**config.mk**
```make
export PLATFORM = sky130hd
export DESIGN_NAME = io_bus_ctrl
export DESIGN_NICKNAME = d
export VERILOG_FILES = /design/src/rtl/io_bus_ctrl.sv
export SDC_FILE = /design/constraint.sdc
export NUM_CORES = 1
export LEC_CHECK = 0
export BUFFER_PORTS_ARGS = -buffer_cell sky130_fd_sc_hd__buf_2
export CORE_MARGIN = 10
export CORE_UTILIZATION = 35
export DETAILED_ROUTE_END_ITERATION = 7
export SYNTH_ARGS = -nofsm -noshare
export SYNTH_HDL_FRONTEND = slang
export SYNTH_SLANG_ARGS = --single-unit
export TNS_END_PERCENT = 5
```
**constraint.sdc**
```tcl
create_clock -name clk -period 2.3 [get_ports clk]
set_input_delay 0.46 -clock clk [delete_from_list [all_inputs] [get_ports clk]]
set_output_delay 0.46 -clock clk [all_outputs]
set_load 0.05 [all_outputs]
```
**src/rtl/io_bus_ctrl.sv**
```systemverilog
// CPU-side sequencer for the memory-mapped IO window: decodes a request, drives timed CS/WE/OE
// strobes to the port blocks and returns read data. Define IO_BUS_WAIT_EN to add the dev_wait stretch input.
//
// state  | meaning
// IDLE   | waiting for req; decode and capture on req
// SETUP  | chip select, register offset and write data driven, strobes low
// STROBE | WE or OE asserted while the down-counter runs to zero
// HOLD   | strobes low, chip select and address/data still held
// DONE   | chip select released, one-cycle ready pulse
// ERR    | decode miss, one-cycle ready+err pulse, no device activity

`ifndef DATA_WIDTH
`define DATA_WIDTH 8
`endif

module io_bus_ctrl #(
    parameter int                    DATA_WIDTH    = `DATA_WIDTH,
    parameter int                    ADDR_WIDTH    = 8,
    parameter logic [ADDR_WIDTH-1:0] BASE_ADDR     = ADDR_WIDTH'(8'hF0),
    parameter int                    N_DEV         = 4,
    parameter int                    STROBE_CYCLES = 2
) (
    input  logic                  clk,
    input  logic                  reset,
`ifdef IO_BUS_WAIT_EN
    input  logic                  dev_wait,
`endif
    input  logic                  req,
    input  logic                  wr,
    input  logic [ADDR_WIDTH-1:0] addr,
    input  logic [DATA_WIDTH-1:0] wdata,
    output logic [DATA_WIDTH-1:0] rdata,
    output logic                  ready,
    output logic                  err,
    output logic [N_DEV-1:0]      dev_cs,
    output logic                  dev_we,
    output logic                  dev_oe,
    output logic [1:0]            dev_reg,
    output logic [DATA_WIDTH-1:0] dev_wdata,
    input  logic [DATA_WIDTH-1:0] dev_rdata
);

    localparam int DEV_W = (N_DEV > 1) ? $clog2(N_DEV) : 1;
    localparam int CNT_W = (STROBE_CYCLES > 1) ? $clog2(STROBE_CYCLES) : 1;
    localparam logic [CNT_W-1:0] CNT_LOAD = CNT_W'(STROBE_CYCLES - 1);

    typedef enum logic [2:0] {
        S_IDLE,
        S_SETUP,
        S_STROBE,
        S_HOLD,
        S_DONE,
        S_ERR
    } state_t;

    state_t                state;
    logic [CNT_W-1:0]      cnt;
    logic                  wr_q;
    logic [ADDR_WIDTH-1:0] off;
    logic                  hit;
    logic [DEV_W-1:0]      dev_idx;
    logic [N_DEV-1:0]      cs_dec;
    logic                  wait_hold;

    // Offset wraps modulo 2^ADDR_WIDTH, so the lower bound needs its own compare.
    assign off     = addr - BASE_ADDR;
    assign hit     = (addr >= BASE_ADDR) && (32'(off) < 32'(4 * N_DEV));
    assign dev_idx = off[DEV_W+1:2];
    assign cs_dec  = N_DEV'(1) << dev_idx;

`ifdef IO_BUS_WAIT_EN
    assign wait_hold = dev_wait;
`else
    assign wait_hold = 1'b0;
`endif

    always_ff @(posedge clk or negedge reset) begin
        if (!reset) begin
            state     <= S_IDLE;
            cnt       <= '0;
            wr_q      <= 1'b0;
            rdata     <= '0;
            ready     <= 1'b0;
            err       <= 1'b0;
            dev_cs    <= '0;
            dev_we    <= 1'b0;
            dev_oe    <= 1'b0;
            dev_reg   <= '0;
            dev_wdata <= '0;
        end else begin
            ready <= 1'b0;
            err   <= 1'b0;
            case (state)
                S_IDLE: begin
                    if (req) begin
                        wr_q <= wr;
                        if (hit) begin
                            dev_cs    <= cs_dec;
                            dev_reg   <= off[1:0];
                            dev_wdata <= wdata;
                            state     <= S_SETUP;
                        end else begin
                            rdata <= '0;
                            ready <= 1'b1;
                            err   <= 1'b1;
                            state <= S_ERR;
                        end
                    end
                end
                S_SETUP: begin
                    dev_we <= wr_q;
                    dev_oe <= ~wr_q;
                    cnt    <= CNT_LOAD;
                    state  <= S_STROBE;
                end
                S_STROBE: begin
                    if (cnt != '0) begin
                        cnt <= cnt - 1'b1;
                    end else if (!wait_hold) begin
                        // Last strobe cycle: sample the shared read bus before OE drops.
                        dev_we <= 1'b0;
                        dev_oe <= 1'b0;
                        if (!wr_q) begin
                            rdata <= dev_rdata;
                        end
                        state <= S_HOLD;
                    end
                end
                S_HOLD: begin
                    dev_cs <= '0;
                    ready  <= 1'b1;
                    state  <= S_DONE;
                end
                S_DONE: begin
                    state <= S_IDLE;
                end
                S_ERR: begin
                    state <= S_IDLE;
                end
                default: begin
                    dev_cs <= '0;
                    dev_we <= 1'b0;
                    dev_oe <= 1'b0;
                    state  <= S_IDLE;
                end
            endcase
        end
    end

endmodule

```
==> results of run 1 <==
==> routing by layer <==
metal | vias up | GRT usage | wire length [µm]
met3 | 5 | 0.0518 | 300
met5 | - | 0 | 0
li1 | 495 | - | -
met4 | 0 | 0.0318 | 31
met1 | 468 | 0.133 | 1720
met2 | 50 | 0.120 | 1220
==> power by group through the flow <==
| stage | clock network, mW | logic (mW) | registers [mW] |
|---|---|---|---|
| after global routing | 0.588 | 1.54 | 0.985 |
| after global placement | 0 | 1.44 | 0.942 |
| final | 0.545 | 1.44 | 0.952 |
| after CTS | 0.559 | 1.46 | 0.948 |
| after floorplan | 0 | 0.476 | 1.60 |
| after detailed placement | 0 | 1.46 | 0.955 |
==> metrics by stage <==
step                cell area [µm²]  setup slack (ns)  utilization  hold slack, ns  std cells
floorplan                      1410             0.589            -           0.164        112
global placement               1690             0.346        0.447           0.487        208
detailed placement             1690             0.321        0.447           0.489        208
CTS                            1800             0.315        0.478           0.237        216
global route                   1800             0.231        0.478           0.272        216
finish                         1800             0.312        0.478           0.216        216
==> layout by cell type, fill, tap and decap left out, types with 2 or more instances in the layout <==
master,instances
mux2_2,5
a31o_2,2
o21ai_0,11
o2bb2ai_1,2
mux2_4,7
mux2i_1,11
nor2_1,4
clkbuf_8,6
nand2b_1,4
inv_1,10
dfrtp_1,31
nand2_1,6
buf_2,53
==> area by class of cell <==
type,instances,area [µm²],share of cell area
Multi-Input combinational cell,65,541,0.300
Clock buffer,6,82.6,0.0458
Inverter,10,37.5,0.0208
Timing Repair Buffer,54,273,0.151
Sequential cell,31,776,0.430
Clock inverter,2,35.0,0.0194
Tap cell,48,60.1,0.0333
==> worst max-delay path, stage by stage, from the launching register on <==
cell     delay [ns]
dfrtp_1        0.50
or4b_4         0.70
nor2_8         0.29
mux2_2         0.37
==> kinds of logic (layout without fill, tap and decap cells) <==
logic type             Yosys count  after routing  synth area share
flip-flops                      31             31             0.551
AND/OR/NAND/NOR                 20             20            0.0880
buffers and inverters           16             72            0.0649
multiplexers                    23             23             0.193
XOR/XNOR                         1              1           0.00622
AO/OA/AOI/OAI                   21             21            0.0969
==> path summary, 6_finish.rpt <==
path / end / slack [ns] / depth (start not counted)
worst min register to register: dev_wdata[7]$_DFFE_PN0P_ / 0.51 / 1
min in group clk: rdata[2]$_DFFE_PN0P_ / 0.40 / 3
worst max-delay path: dev_wdata[0]$_DFFE_PN0P_ / 0.31 / 3
worst min-delay path: dev_wdata[7]$_DFFE_PN0P_ / 0.22 / 1
max in group asynchronous: rdata[0]$_DFFE_PN0P_ / 1.65 / 1
worst max register to register: dev_wdata[0]$_DFFE_PN0P_ / 0.31 / 3
==> results.txt, run 1 <==
Net count, final: 195
Reg2reg start: state[0]$_DFFE_PN0P_
Synth cell types: 27
Fillers: 359
Status: complete, no violations
Leak: 1.01 nW
Ranking of synthesized cells by area: dfrtp_1 (55%), mux2i_1 (7.8%), mux2_4 (7.5%), mux2_2 (4.0%), o21ai_0 (3.9%)
Final setup fails: 0
Die area: 0.00696 mm²
Worst slew margin: 0.550
Detailed-route via count: 1,018
Routability congestion estimate: 0.796
Clock Tree Buf Depth: 2
Switching Fraction: 0.470
EDFF count, synth: 0
Top flop regs: dev_wdata: 8 flops, rdata: 8 flops, dev_cs: 4 flops
Power Internal: 1.56 mW
Post-DP HPWL: 2.50 mm
Post-layout min period: 1.99 ns
Post-synth top area share: 0.551
Worst skew pair latency: 0.28 ns
DRT Pass-1 Iters: 2
Initial antenna violation count: 0
N_diodes: 0
Number of global-route vias before repair: 1,126
Die width: 83.4 µm
Seq/Total Area, Yosys: 0.551
Hold_buf cts: 0
Postcts setup bufs: 0
Final Total Pwr: 2.94 mW
Top_reg_cell synth: dfrtp_1
Die Y-Extent: 83.4 µm
Post-synth net total: 140
Syn Inst Count: 112
Top Ports: 54
CP startpoint kind: flip-flop
CTS Root Cell: clkbuf_8
Drt total wl: 3.28 mm
DR iter-0 viols: 63
Avg Cell Area, Syn: 12.6 µm²
Setup CP Type: flip-flop to flip-flop
Final Slew Violations: 0
Hold Fails Final Rpt: 0
Max FO, Critical Path: 13
Top post-synthesis cells by count: dfrtp_1 (31), mux2i_1 (11), o21ai_0 (11)
Power per cell area: 1630 mW/mm²
Cell taking the most area after synthesis: dfrtp_1
CTS buffer count: 5
# port buffers: 53
Most common cell in the netlist: dfrtp_1
Drt drc: 0
Peak supply drop: 0.720 mV
Vias per cell: 4.71
Async SR Flop Fraction: 1.00
Setup crit end kind: flip-flop
#FFs+latches synth: 31
F_max: 0.503 GHz
Post-synthesis cell area: 0.00141 mm²
Req. time, crit path: 2.46 ns
Antenna-violating nets left: 0
Hold Crit Class: primary input to async pin
Arr. time, crit path: 2.15 ns
First-pass GRT wire length: 5.57 mm
Setup TNS: 0 ns
Sw power: 1.38 mW
Resized Gates After CTS: 0
Gate power share: 0.491
Final period utilization: 0.865
GRT Total Usage: 0.0959
H-tree levels: 2
Global route overflow: 0
CTS clk-pin slew, worst paths: 0.07 ns
Syn-to-layout area delta: 28.2%
Rows: 22
Critical Path Start: state[0]$_DFFE_PN0P_
Maxcap violations: 0
RSZ-0062 raised after global routing: false
Clk network pwr share: 0.186
Core Area: 0.00377 mm²
Largest net degree at the start of global routing: 32
Share of layout cells above drive strength 1: 0.464
Power share of the sequential group: 0.324
Yosys warns: 0
# clock sinks: 31
Fin Clk Skew: 0.00673 ns
CTS tree: done
Slew @ Worst Pin: 0.676 ns
Wire per inst: 15.2 µm
Initial Util: 0.373
Power figures use the tool's default switching activity.
==> inputs of run 2 (changes only) <==
--- a/config.mk
+++ b/config.mk
@@ -9,6 +9,9 @@
 export CORE_MARGIN = 10
 export CORE_UTILIZATION = 35
 export DETAILED_ROUTE_END_ITERATION = 7
+export GPL_TIMING_DRIVEN = 0
+export REMOVE_ABC_BUFFERS = 1
+export SETUP_SLACK_MARGIN = 0.05
 export SYNTH_ARGS = -nofsm -noshare
 export SYNTH_HDL_FRONTEND = slang
 export SYNTH_SLANG_ARGS = --single-unit
==> results.txt, run 2 (synthesis results as in run 1) <==
Drt total wl: 3.33 mm
Depth of the most critical reg-to-reg path: 3
Largest net degree at the start of global routing: 32
Leak: 0.991 nW
Antenna-violating nets left: 0
DRT Pass-1 Iters: 4
DR iter-0 viols: 39
Setup TNS: 0 ns
Maxcap violations: 0
Fin Clk Skew: 0.00360 ns
CP endpoint: dev_wdata[0]$_DFFE_PN0P_
Clock Tree Buf Depth: 2
Routability congestion estimate: 0.752
Hold Fails Final Rpt: 0
R2R Path End: dev_wdata[0]$_DFFE_PN0P_
Postcts setup bufs: 0
Die width: 83.4 µm
Share of layout cells above drive strength 1: 0.455
Setup CP Type: flip-flop to flip-flop
Post-layout min period: 2.01 ns
Global route overflow: 0
Req. time, crit path: 2.46 ns
H-tree levels: 2
# port buffers: 53
Worst skew pair latency: 0.28 ns
CP startpoint kind: flip-flop
CTS Root Cell: clkbuf_8
Top flop regs: dev_wdata: 8 flops, rdata: 8 flops, dev_cs: 4 flops
First-pass GRT wire length: 5.53 mm
Initial Util: 0.373
Net count, final: 194
Seq. cell area: 776 µm²
Final Total Pwr: 2.84 mW
F_max: 0.497 GHz
CTS clk-pin slew, worst paths: 0.06 ns
CTS tree: done
RSZ-0062 raised after global routing: false
Slew @ Worst Pin: 0.684 ns
Power per cell area: 1600 mW/mm²
Commonest non-fill, non-tap cell in the layout: buf_2
Core Area: 0.00377 mm²
Post-DP HPWL: 2.54 mm
Fillers: 364
# clock sinks: 31
CTS buffer count: 5
Arr. time, crit path: 2.18 ns
Hold Crit Class: primary input to async pin
Critical Path Start: state[1]$_DFFE_PN0P_
Non-filler instance count after layout: 215
Die Y-Extent: 83.4 µm
Final Slew Violations: 0
Worst slew margin: 0.544
Final period utilization: 0.875
Dpl cells: 207
Most frequent cells in the layout: buf_2 (53), dfrtp_1 (31), o21ai_0 (11), mux2i_1 (11), inv_1 (10)
Peak supply drop: 0.645 mV
Reg2reg start: state[1]$_DFFE_PN0P_
GRT Total Usage: 0.0959
Top Ports: 54
Wire per inst: 15.5 µm
Rows: 22
Hold Slack: 0.210 ns
Detailed-route via count: 1,032
Die area: 0.00696 mm²
Area of the multi-input gates: 541 µm²
Setup crit end kind: flip-flop
Vias per cell: 4.80
Number of global-route vias before repair: 1,161
Resized Gates After CTS: 0
Max FO, Critical Path: 14
Final setup fails: 0
Syn-to-layout area delta: 26.4%
Post-layout util: 0.472
Drt drc: 0
R2R Setup Slk: 0.29 ns
Hold_buf cts: 0
N_diodes: 0
Status: complete, no violations
Initial antenna violation count: 0
-- run 2: cell count changes in the layout (fill, tap and decap cells not counted) --
cell	change
clkbuf_1	+1
clkbuf_8	+1
bufinv_16	-1
clkinv_2	-1
buf_4	-1
-- run 2: through the flow --
step           setup slack [ns]  cell area, µm²
6_report                  0.288            1780
5_1_grt                   0.177            1780
4_1_cts                   0.281            1780
3_5_place_dp              0.291            1680
3_3_place_gp              0.322            1680
2_1_floorplan             0.460            1350
-- run 2: cell type report --
| class | instances | share of cell area |
|---|---|---|
| inverters | 10 | 0.0211 |
| multi-input cells | 65 | 0.304 |
| clock buffers | 8 | 0.0563 |
| repair buffers | 53 | 0.149 |
| well taps | 48 | 0.0338 |
| flip-flops and latches | 31 | 0.436 |
-- run 2: power breakdown --
group | internal (mW) | total (mW) | switching [mW]
combinational | 0.416 | 1.41 | 0.996
sequential | 0.781 | 0.964 | 0.183
clock | 0.273 | 0.464 | 0.191
total | 1.47 | 2.84 | 1.37
-- run 2: layer usage --
layer | global-route usage | vias up | wire length, µm | part of all wire
met3 | 0.0439 | 6 | 259 | 0.078
met1 | 0.104 | 496 | 1460 | 0.44
met5 | 0 | - | 0 | 0
li1 | - | 496 | - | -
met4 | 0.0363 | 0 | 36 | 0.011
met2 | 0.159 | 34 | 1570 | 0.47
-- run 2: critical path, cell delays in order, from the launching register on --
cell,delay [ns]
dfrtp_1,0.52
or4b_4,0.70
nor2_8,0.29
mux2_2,0.37
-- run 2: worst min-delay path by stage --
| stage | depth (start not counted) | to | start | slack, ns |
|---|---|---|---|---|
| floorplan | 0 | cnt$_DFFE_PN0P_ | reset | 0.16 |
| global placement | 1 | dev_wdata[0]$_DFFE_PN0P_ | dev_wdata[0]$_DFFE_PN0P_ | 0.48 |
| detailed placement | 1 | dev_wdata[6]$_DFFE_PN0P_ | dev_wdata[6]$_DFFE_PN0P_ | 0.49 |
| CTS | 1 | dev_reg[0]$_DFFE_PN0P_ | reset | 0.23 |
| global route | 1 | dev_reg[0]$_DFFE_PN0P_ | reset | 0.27 |
| finish | 1 | dev_reg[0]$_DFFE_PN0P_ | reset | 0.21 |
